[config.mk]
export PLATFORM = sky130hd
export DESIGN_NAME = eth_tx_noc_in_ctrl
export DESIGN_NICKNAME = d
export VERILOG_FILES = /design/src/rtl/eth_tx_noc_in_ctrl_pkg.sv /design/src/rtl/eth_tx_noc_in_ctrl_stat_cnt.sv /design/src/rtl/eth_tx_noc_in_ctrl.sv
export SDC_FILE = /design/constraint.sdc
export NUM_CORES = 1
export LEC_CHECK = 0
export CAP_MARGIN = 20
export CORE_MARGIN = 2
export CORE_UTILIZATION = 40
export CTS_BUF_LIST = sky130_fd_sc_hd__clkbuf_4 sky130_fd_sc_hd__clkbuf_8
export DETAILED_ROUTE_END_ITERATION = 12
export MAX_ROUTING_LAYER = met4
export PLACE_DENSITY = 0.74
export SLEW_MARGIN = 20
export SYNTH_ARGS = -nofsm -noshare
export SYNTH_HDL_FRONTEND = slang
export SYNTH_SLANG_ARGS = --single-unit
[constraint.sdc]
create_clock -name clk -period 2.4 [get_ports clk]
set_clock_uncertainty 0.2 [all_clocks]
set_input_delay 0.48 -clock clk [delete_from_list [all_inputs] [get_ports clk]]
set_output_delay 0.48 -clock clk [all_outputs]
set_load 0.01 [all_outputs]
[src/rtl/eth_tx_noc_in_ctrl_pkg.sv]
// Shared definitions for the Ethernet TX tile: NoC-input controller state encoding.
package eth_tx_tile_defs;

    typedef enum logic [1:0] {
        READY   = 2'd0,
        META    = 2'd1,
        HDR_OUT = 2'd2,
        DATA    = 2'd3
    } eth_tx_noc_in_state_e;

endpackage

[src/rtl/eth_tx_noc_in_ctrl_stat_cnt.sv]
// Wrapping statistics counter with synchronous reset and increment enable.
module eth_tx_stat_cnt #(
    parameter int CNT_W = 32
) (
    input  logic             clk,
    input  logic             rst,
    input  logic             incr,
    output logic [CNT_W-1:0] count
);

    always_ff @(posedge clk) begin
        if (rst) begin
            count <= '0;
        end else if (incr) begin
            count <= count + CNT_W'(1);
        end
    end

endmodule

[src/rtl/eth_tx_noc_in_ctrl.sv]
// NoC-input control FSM for the Ethernet TX tile: header, metadata, then payload
// flits, handed to the tostream stage as a header handshake and a data stream.
module eth_tx_noc_in_ctrl
    import eth_tx_tile_defs::*;
#(
    parameter int CNT_W = 32
) (
    input  logic             clk,
    input  logic             rst,
    input  logic             noc0_ctovr_eth_tx_in_val,
    output logic             eth_tx_in_noc0_ctovr_rdy,
    output logic             eth_tx_in_eth_tostream_hdr_val,
    input  logic             eth_tostream_eth_tx_in_hdr_rdy,
    output logic             eth_tx_in_eth_tostream_data_val,
    input  logic             eth_tostream_eth_tx_in_data_rdy,
    output logic             ctrl_datap_store_hdr_flit,
    output logic             ctrl_datap_store_meta_flit,
    output logic             ctrl_datap_init_num_flits,
    output logic             ctrl_datap_decr_num_flits,
    input  logic             datap_ctrl_last_flit,
    output logic [CNT_W-1:0] stat_frames_sent,
    output logic [CNT_W-1:0] stat_data_stall_cycles,
    output logic             ctrl_busy
);

    // Handshakes: a transfer happens on a cycle where both val and rdy are 1;
    // val never waits on rdy, and in DATA the NoC handshake is the tostream one.
    eth_tx_noc_in_state_e state;
    logic                 no_payload;
    logic                 frame_done;
    logic                 stall_cycle;

    logic val;
    logic data_beat;
    assign val       = noc0_ctovr_eth_tx_in_val;
    assign data_beat = (state == DATA) && val && eth_tostream_eth_tx_in_data_rdy;

    always_comb begin
        eth_tx_in_noc0_ctovr_rdy        = 1'b0;
        eth_tx_in_eth_tostream_hdr_val  = 1'b0;
        eth_tx_in_eth_tostream_data_val = 1'b0;
        ctrl_datap_store_hdr_flit       = 1'b0;
        ctrl_datap_store_meta_flit      = 1'b0;
        ctrl_datap_init_num_flits       = 1'b0;
        ctrl_datap_decr_num_flits       = 1'b0;
        case (state)
            READY: begin
                eth_tx_in_noc0_ctovr_rdy  = 1'b1;
                ctrl_datap_store_hdr_flit = val;
                ctrl_datap_init_num_flits = val;
            end
            META: begin
                eth_tx_in_noc0_ctovr_rdy   = 1'b1;
                ctrl_datap_store_meta_flit = val;
                ctrl_datap_decr_num_flits  = val;
            end
            HDR_OUT: begin
                eth_tx_in_eth_tostream_hdr_val = 1'b1;
            end
            DATA: begin
                eth_tx_in_eth_tostream_data_val = val;
                eth_tx_in_noc0_ctovr_rdy        = eth_tostream_eth_tx_in_data_rdy;
                ctrl_datap_decr_num_flits       = data_beat;
            end
            default: ;
        endcase
    end

    assign frame_done  = ((state == HDR_OUT) && eth_tostream_eth_tx_in_hdr_rdy && no_payload)
                       || (data_beat && datap_ctrl_last_flit);
    assign stall_cycle = (state == DATA) && val && !eth_tostream_eth_tx_in_data_rdy;
    assign ctrl_busy   = (state != READY);

    always_ff @(posedge clk) begin
        if (rst) begin
            state      <= READY;
            no_payload <= 1'b0;
        end else begin
            case (state)
                READY: if (val) state <= META;
                META: begin
                    if (val) begin
                        // Counter reads 1 here only when the message is metadata alone.
                        no_payload <= datap_ctrl_last_flit;
                        state      <= HDR_OUT;
                    end
                end
                HDR_OUT: begin
                    if (eth_tostream_eth_tx_in_hdr_rdy) state <= no_payload ? READY : DATA;
                end
                DATA: if (data_beat && datap_ctrl_last_flit) state <= READY;
                default: state <= READY;
            endcase
        end
    end

    eth_tx_stat_cnt #(.CNT_W(CNT_W)) u_frames_cnt (
        .clk   (clk),
        .rst   (rst),
        .incr  (frame_done),
        .count (stat_frames_sent)
    );

    eth_tx_stat_cnt #(.CNT_W(CNT_W)) u_stall_cnt (
        .clk   (clk),
        .rst   (rst),
        .incr  (stall_cycle),
        .count (stat_data_stall_cycles)
    );

endmodule

Word level (Yosys, flattened, before mapping)
Index checks and enable logic that the tools add are counted.
- output and inout port bits: 72
- flip-flop bits (word level): 67
- word-level logic and storage cells: 38
- reduce and logical (&&, ||, !) cells: 13
- add/sub/neg operators: 2
- muxes and demuxes: 12
- equality and inequality tests: 7
- operators with widths (cell ; number):
    $add A32 B1 Y32 const B ; 2
    $mux W2 ; 5
    $pmux W2 S4 ; 1
    $logic_and A1 B1 Y1 ; 6
    $ne A2 B2 Y1 const B ; 3
    $eq A2 B2 Y1 const B ; 2
    $mux W1 ; 4
    $pmux W1 S2 ; 2
    $reduce_and A4 Y1 ; 1
    $eq A2 B1 Y1 const B ; 1
    $logic_not A2 Y1 ; 1
    $ne A2 B1 Y1 const B ; 1
    $reduce_and A2 Y1 ; 1
    $reduce_bool A2 Y1 ; 1
    $reduce_or A2 Y1 ; 1
    $logic_not A1 Y1 ; 1
    $logic_or A1 B1 Y1 ; 1

Logic depth before layout (Yosys ltp)
Gate-level depths: netlist of run 1.
- depth after elaboration: 6
- mapped depth: 8

Cells and area by module
A second synthesis of run 1 with hierarchy kept.
- cell total of the unflattened synthesis: 395
- area total of the unflattened synthesis: 3363.2 um^2
- by module, submodules not included (module ; cells an instance ; instances ; area each (um^2) ; sequential area each (um^2)):
    eth_tx_stat_cnt ; 181 ; 2 ; 1564.0 ; 640.6
    eth_tx_noc_in_ctrl ; 33 ; 1 ; 235.2 ; 60.1

Least setup slack after synthesis of run 1
No wires, ideal clock.
- path type: input to register
- start point: in eth_tostream_eth_tx_in_hdr_rdy
- end point: reg u_frames_cnt.count[30]
- data arrival time: 1.935 ns
- buffers on the path: 2
- cell stages on the path: 6
- slack: 0.145 ns
- cells stage by stage: and3b_1 -> clkbuf_1 -> o2111ai_2 -> buf_2 -> nor4_1 -> mux2_2
- cells in the longest elaborated chain, start to end: 3
- ends and longest elaborated chain (what ; RTL line ; source):
    start: declaration ; eth_tx_noc_in_ctrl.sv:13 ; input logic eth_tostream_eth_tx_in_hdr_rdy,
    $logic_and A1 B1 Y1 (2 in a row) ; eth_tx_noc_in_ctrl.sv:69 ; assign frame_done = ((state == HDR_OUT) && eth_tostream_eth_tx_in_hdr_rdy && no_payload)
    $logic_or A1 B1 Y1 ; eth_tx_noc_in_ctrl.sv:70 ; || (data_beat && datap_ctrl_last_flit);
    end signal: assignment ; eth_tx_noc_in_ctrl_stat_cnt.sv:15 ; count <= count + CNT_W'(1);
    end: declaration ; eth_tx_noc_in_ctrl_stat_cnt.sv:8 ; output logic [CNT_W-1:0] count
Every way passes these cells.
A chain may end at the register's enable or synchronous reset.

Final worst setup path of run 1
- start point: in datap_ctrl_last_flit
- end point: reg u_frames_cnt.count[30]
- cells in the longest elaborated chain, start to end: 2
- ends and longest elaborated chain (what ; RTL line ; source):
    start: declaration ; eth_tx_noc_in_ctrl.sv:20 ; input logic datap_ctrl_last_flit,
    $logic_and A1 B1 Y1 ; eth_tx_noc_in_ctrl.sv:70 ;
    $logic_or A1 B1 Y1 ; eth_tx_noc_in_ctrl.sv:70 ;
Every way passes these cells.

==> key figures, run 1 <==
Outcome
  – Status: complete, no violations

Die
  – Core area: 8220 um^2
  – Initial core utilization: 41.1%
  – Row count: 33
  – DIE AREA: 9200 um^2
  – IO Count: 78
  – Die width: 95.9 um
  – Die Ht: 95.9 um

Synth
  – Yosys cell types: 48
  – Largest family of logic cells by synthesized area: simple AND/OR/NAND/NOR gates
  – Mux contribution to synthesized area: 3.63%
  – Synthesized cell area: 3380 um^2
  – Synth Register Bits: 67
  – Largest cells by area after synthesis: dfxtp_1 (40%), a21oi_1 (6.1%), o31ai_1 (5.3%), or4_1 (4.9%), nor2_1 (3.7%)
  – Post-synth top area share: 39.7%
  – Adder-cell area share of the yosys netlist: 0.741%
  – Synth async-reset ratio: 0%
  – Post-synthesis compound-gate area fraction: 16.6%
  – Top_reg_cell synth: dfxtp_1
  – Syn Nets: 410
  – Area share of and/or/nand/nor cells after synthesis: 31.4%
  – Synth Area in XOR/XNOR: 3.89%
  – Seq/Total Area, Yosys: 39.7%
  – Avg Cell Area, Syn: 8.40 um^2
  – Post-synth EDFFs: 0
  – Post-Synthesis Cells: 402
  – Yosys warnings: 0
  – Biggest area consumer among synthesized cells: dfxtp_1

STA
  – Max Slew Vio Count: 0
  – Final Critical Period: 2.30 ns
  – Hold Vio Cnt, Final: 0
  – Final Setup Violations: 0
  – Slew HR: 57.3%
  – Worst slew pin tran: 0.641 ns
  – Final worst slack: 0.101 ns
  – F_max: 435 MHz
  – Setup TNS: 0 ns
  – Final Cycle Share: 95.8%
  – RSZ-0062 raised after global routing: false

Placed design
  – Dpl hpwl: 6220 um
  – Port bufs: 77
  – Routability Congestion: 0.894
  – Pre-CTS setup slack: -0.292 ns

Drt
  – TritonRoute pass-1 iters: 4
  – Remaining antenna violation count: 0
  – Via count: 3440
  – Initial detailed-routing violation count: 161
  – DRC Markers: 0
  – Vias per cell: 5.63
  – WL final: 8870 um
  – Routed len/inst: 14.5 um

Cells and area
  – Flip-flop and latch area: 1340 um^2
  – FILL cells: 757
  – Multi-input logic area: 1910 um^2
  – Share of post-route cells with drive strength above 1: 14.8%
  – Most frequent cells in the layout: clkdlybuf4s50_1 (69), dfxtp_1 (67), a21oi_1 (41)
  – Nets@finish: 509
  – Most common cell after layout, fill and taps aside: clkdlybuf4s50_1
  – N_diodes: 0
  – Fin util: 57.5%
  – P&R area growth vs syn: 40.0%

Clock network
  – CTS sink count: 67
  – Bufs on Longest Clock Path: 2
  – Clock latency on the worst-skew pair: 0.34 ns
  – TritonCTS Buffers: 9
  – Root Buffer: clkbuf_8
  – Clock H-tree levels: 3
  – Setup bufs post-CTS: 0
  – TritonCTS clock tree: yes
  – Clk slew on worst S/H paths: 0.07 ns

Setup path
  – Buf/Inv on CP: 2
  – Kind of cell adding the most delay to the critical path: buffers and inverters
  – Setup crit end kind: flop
  – Crit-path cells: clkdlybuf4s50_1, and4_4, o2111ai_2, buf_12, nor4_1, mux2_2
  – Worst Path Required: 2.42 ns
  – Crit start category: input port
  – Arrival time at the worst endpoint: 2.32 ns
  – Crit Path Category: input port to flop
  – Worst path slowest cell: clkdlybuf4s50_1
  – Register-to-Register Setup Slack: 0.18 ns
  – Worst Path Max Fanout: 23
  – Crit-path max cell delay: 0.53 ns

Global routing
  – Vias in the first global route: 3214
  – Overall routing resource usage: 20.4%
  – Largest net degree at the start of global routing: 37
  – First-pass GRT wire length: 14600 um
  – Total gr overflow: 0
  – Initial antenna violation count: 0

Job
  – Max Cap Viol: 0

Hold path
  – Hold WC Path Type: flop to flop

Power
  – Cell area power density: 532 nW/um^2
  – VDD IR max: 0.340 mV
  – Lkg Pwr: 0.00162 uW
[report_power, final]
part           internal (uW)  switching [uW]
Clock                    865             433
Combinational           42.6            53.9
Sequential              1110            6.63
Total                   2020             493
[what timing repair did]
| item | in CTS | in global routing |
|---|---|---|
| setup endpoints to repair | 5 | 9 |
| hold buffers | 0 | 0 |
| gates resized for setup | 5 | 6 |
[path summary, 6_finish.rpt]
kind                                        from  depth (start not counted)                                   to
max                         datap_ctrl_last_flit                          6  u_frames_cnt.count[30]$_SDFFE_PP0P_
min           u_stall_cnt.count[31]$_SDFFE_PP0P_                          2   u_stall_cnt.count[31]$_SDFFE_PP0P_
max reg2reg  u_frames_cnt.count[16]$_SDFFE_PP0P_                          4  u_frames_cnt.count[30]$_SDFFE_PP0P_
min reg2reg   u_stall_cnt.count[31]$_SDFFE_PP0P_                          2   u_stall_cnt.count[31]$_SDFFE_PP0P_
[worst min-delay path: cells and delay by family (launching register included)]
kind / cells / cell delay, ns
flops: 1 / 0.32
compound gates: 2 / 0.12
[per-stage QoR]
| stage | total power (uW) | hold WS, ns | cells | cell area [um^2] |
|---|---|---|---|---|
| floorplan | 1200 | 0.270 | 402 | 3380 |
| global placement | 1250 | 0.264 | 595 | 4450 |
| detailed placement | 1250 | 0.278 | 595 | 4450 |
| CTS | 2540 | 0.291 | 611 | 4720 |
| global route | 2610 | 0.314 | 611 | 4730 |
| finish | 2520 | 0.287 | 611 | 4730 |
[kinds of logic after synthesis]
kind of cell / after synthesis
mux: 11
xor+xnor: 15
fa+ha+maj: 2
flops: 67
buf+inv: 31
simple gates: 185
compound gates: 91
[sequential cells by signal, summed over array words and instances, names as in the netlist]
name and cells:
no_payload 1, state 2, u_frames_cnt.count 32, u_stall_cnt.count 32
[cell type report]
cell class	count	area share [%]
multi-input cells	304	40.4
flip-flops and latches	67	28.4
repair buffers	113	22.1
clock buffers	12	3.36
well taps	105	2.78
clock inverters	4	2.54
inverters	6	0.476
[Yosys cell counts, types with 5 or more instances]
library cell   n
and4_1        10
nand3_1       18
nand2_1       28
o2111ai_1      5
nor2b_1       10
nand4_1       14
mux2_2        10
nor2_1        33
and3_1         8
o31ai_1       24
nor4_1         8
nor3_1         6
clkbuf_1      17
xnor2_1        5
o21ai_0       13
inv_1          6
xor2_1        10
a21oi_1       41
or3_1         11
or4_1         22
dfxtp_1       67
[routing by layer]
layer,global-route usage (%),up-vias,routed length [um]
met3,5.48,8,423
met1,25.0,1643,4030
li1,-,1708,-
met4,4.76,0,99
met2,33.5,81,4320
met5,-,-,0
No activity file was read; power rests on OpenSTA's default activity.
==> inputs of run 2 (changes only) <==
--- a/config.mk
+++ b/config.mk
@@ -5,7 +5,6 @@
 export SDC_FILE = /design/constraint.sdc
 export NUM_CORES = 1
 export LEC_CHECK = 0
-export CAP_MARGIN = 20
 export CORE_MARGIN = 2
 export CORE_UTILIZATION = 40
 export CTS_BUF_LIST = sky130_fd_sc_hd__clkbuf_4 sky130_fd_sc_hd__clkbuf_8
==> results of run 2 <==
Same layout as run 1: the final DEF is identical, and so are final timing and power.
==> inputs of run 3 (changes only) <==
--- a/config.mk
+++ b/config.mk
@@ -5,12 +5,13 @@
 export SDC_FILE = /design/constraint.sdc
 export NUM_CORES = 1
 export LEC_CHECK = 0
+export CORE_ASPECT_RATIO = 0.5
 export CORE_MARGIN = 2
 export CORE_UTILIZATION = 40
 export CTS_BUF_LIST = sky130_fd_sc_hd__clkbuf_4 sky130_fd_sc_hd__clkbuf_8
 export DETAILED_ROUTE_END_ITERATION = 12
 export MAX_ROUTING_LAYER = met4
-export PLACE_DENSITY = 0.74
+export PLACE_DENSITY = 0.66
 export SLEW_MARGIN = 20
 export SYNTH_ARGS = -nofsm -noshare
 export SYNTH_HDL_FRONTEND = slang
==> key figures, run 3 (synthesized netlist as in run 1, its figures left out) <==
Cells and area
  – Fin cells: 619
  – Fin util: 57.8%
  – Nets@finish: 510
  – N_diodes: 0
  – Biggest regs: u_frames_cnt.count: 32 flops, u_stall_cnt.count: 32 flops, state: 2 flops
  – Most frequent cells in the layout: clkdlybuf4s50_1 (71), dfxtp_1 (65), a21oi_1 (41)
  – FILL cells: 749
  – Most common cell after layout, fill and taps aside: clkdlybuf4s50_1
  – Share of post-route cells with drive strength above 1: 14.8%
  – P&R area growth vs syn: 38.3%
  – Finished Cell Area: 4670 um^2

Setup path
  – Worst Path Max Fanout: 13
  – Arrival time at the worst endpoint: 1.62 ns
  – Crit start category: flop
  – Reg2reg start: u_stall_cnt.count[17]$_SDFFE_PP0P_
  – Setup crit end kind: primary output
  – Register-to-Register Setup Slack: 0.25 ns
  – RR Endpoint: u_stall_cnt.count[29]$_SDFFE_PP0P_
  – Worst Path Required: 1.72 ns
  – Worst reg2reg path depth: 4
  – Crit Path Category: flop to primary output

Global routing
  – Met3 Resource Use GR: 5.19%
  – Overall routing resource usage: 19.5%
  – Vias in the first global route: 2956
  – First-pass GRT wire length: 14000 um
  – Met1 usage: 24.4%
  – GR Util met2: 31.0%
  – Total gr overflow: 0
  – GRT busiest layer: met2
  – Initial antenna violation count: 0
  – Largest net degree at the start of global routing: 78

STA
  – Setup TNS: 0 ns
  – Final Setup Violations: 0
  – Worst slew pin tran: 0.482 ns
  – Max Slew Vio Count: 0
  – F_max: 435 MHz
  – Hold Vio Cnt, Final: 0
  – Slew HR: 67.9%
  – Final Critical Period: 2.30 ns
  – RSZ-0062 raised after global routing: false
  – Final Cycle Share: 95.7%

Power
  – Final Total Pwr: 2170 uW
  – VDD IR max: 0.279 mV
  – Cell area power density: 465 nW/um^2
  – Lkg Pwr: 0.00157 uW

Die
  – Row count: 23
  – Initial core utilization: 41.8%
  – Die width: 134 um
  – IO Count: 78
  – Die Ht: 69.0 um
  – Core area: 8090 um^2
  – DIE AREA: 9240 um^2

Clock network
  – TritonCTS Buffers: 9
  – TritonCTS clock tree: yes
  – Bufs on Longest Clock Path: 2
  – CTS sink count: 67
  – Root Buffer: clkbuf_8
  – Setup bufs post-CTS: 0
  – Clock H-tree levels: 3
  – Clk slew on worst S/H paths: 0.07 ns
  – Clock latency on the worst-skew pair: 0.35 ns

Outcome
  – Status: complete, no violations

Drt
  – Vias per cell: 5.45
  – WL final: 8350 um
  – Routed len/inst: 13.5 um
  – DRC Markers: 0
  – Remaining antenna violation count: 0
  – TritonRoute pass-1 iters: 4
  – Via count: 3375
  – Initial detailed-routing violation count: 184

Hold path
  – Min-Delay Endpoint: u_stall_cnt.count[31]$_SDFFE_PP0P_
  – Hold depth: 2
  – Hold WC Path Type: flop to flop
  – Hold Startpoint: u_stall_cnt.count[31]$_SDFFE_PP0P_

Placed design
  – Port bufs: 77
  – Placed Cells: 603
  – Routability Congestion: 0.834
  – Instance area at placement: 4470 um^2
  – Dpl hpwl: 5700 um

Job
  – Max Cap Viol: 0
[run 3: cell count changes in the layout (fill, tap and decap cells not counted), moves of 2 or more]
cell             delta
clkinv_2            +3
dlymetal6s2s_1      -2
dfxtp_1             -2
bufinv_16           -3
clkdlybuf4s50_1     +2
dfxtp_2             +2
[run 3: power breakdown]
| part | total (uW) | leakage, uW | switching [uW] | internal, uW |
|---|---|---|---|---|
| Clock | 953 | 0.000103 | 438 | 514 |
| Combinational | 97.6 | 0.000929 | 52.1 | 45.5 |
| Sequential | 1120 | 0.000540 | 7.77 | 1120 |
[run 3: timing repair]
item                                    CTS  global route
endpoints found under the setup margin    7             1
hold buffers                              0             0
resized for setup                         7             1
[run 3: worst max-delay path, stage by stage, from the launching register on]
cell and delay [ns]:
dfxtp_2 0.42, buf_6 0.17, nor2b_1 0.14, clkdlybuf4s50_1 0.55
[run 3: layout make-up]
type	instances	area (um^2)	share of cell area (%)
Clock buffer	11	145	3.11
Clock inverter	5	52.6	1.12
Inverter	6	22.5	0.482
Multi-Input combinational cell	304	1900	40.7
Sequential cell	67	1340	28.8
Tap cell	112	140	3.00
Timing Repair Buffer	114	1070	22.8
[run 3: worst max-delay path by stage]
stage | start | end | slack (ns) | cells after the start
final | state[1]$_SDFFE_PP0P_ | eth_tx_in_eth_tostream_hdr_val | 0.10 | 3
after global routing | state[0]$_SDFFE_PP0P_ | ctrl_datap_store_meta_flit | 0.005 | 3
after CTS | state[1]$_SDFFE_PP0P_ | eth_tx_in_eth_tostream_hdr_val | 0.05 | 3
after detailed placement | noc0_ctovr_eth_tx_in_val | u_frames_cnt.count[31]$_SDFFE_PP0P_ | -0.30 | 6
after global placement | noc0_ctovr_eth_tx_in_val | u_frames_cnt.count[31]$_SDFFE_PP0P_ | -0.27 | 6
after floorplan | eth_tostream_eth_tx_in_hdr_rdy | u_frames_cnt.count[30]$_SDFFE_PP0P_ | 0.14 | 6
[run 3: through the flow]
| step | setup slack, ns | hold WS (ns) |
|---|---|---|
| global route | 0.00522 | 0.337 |
| floorplan | 0.145 | 0.270 |
| global placement | -0.268 | 0.282 |
| CTS | 0.0469 | 0.283 |
| detailed placement | -0.301 | 0.268 |
| finish | 0.103 | 0.284 |
[run 3: routing by layer]
metal / vias up / part of all wire [%]
met4: 0 / 1.0
met1: 1589 / 50
met3: 9 / 4.1
li1: 1723 / -
met5: - / 0
met2: 54 / 45
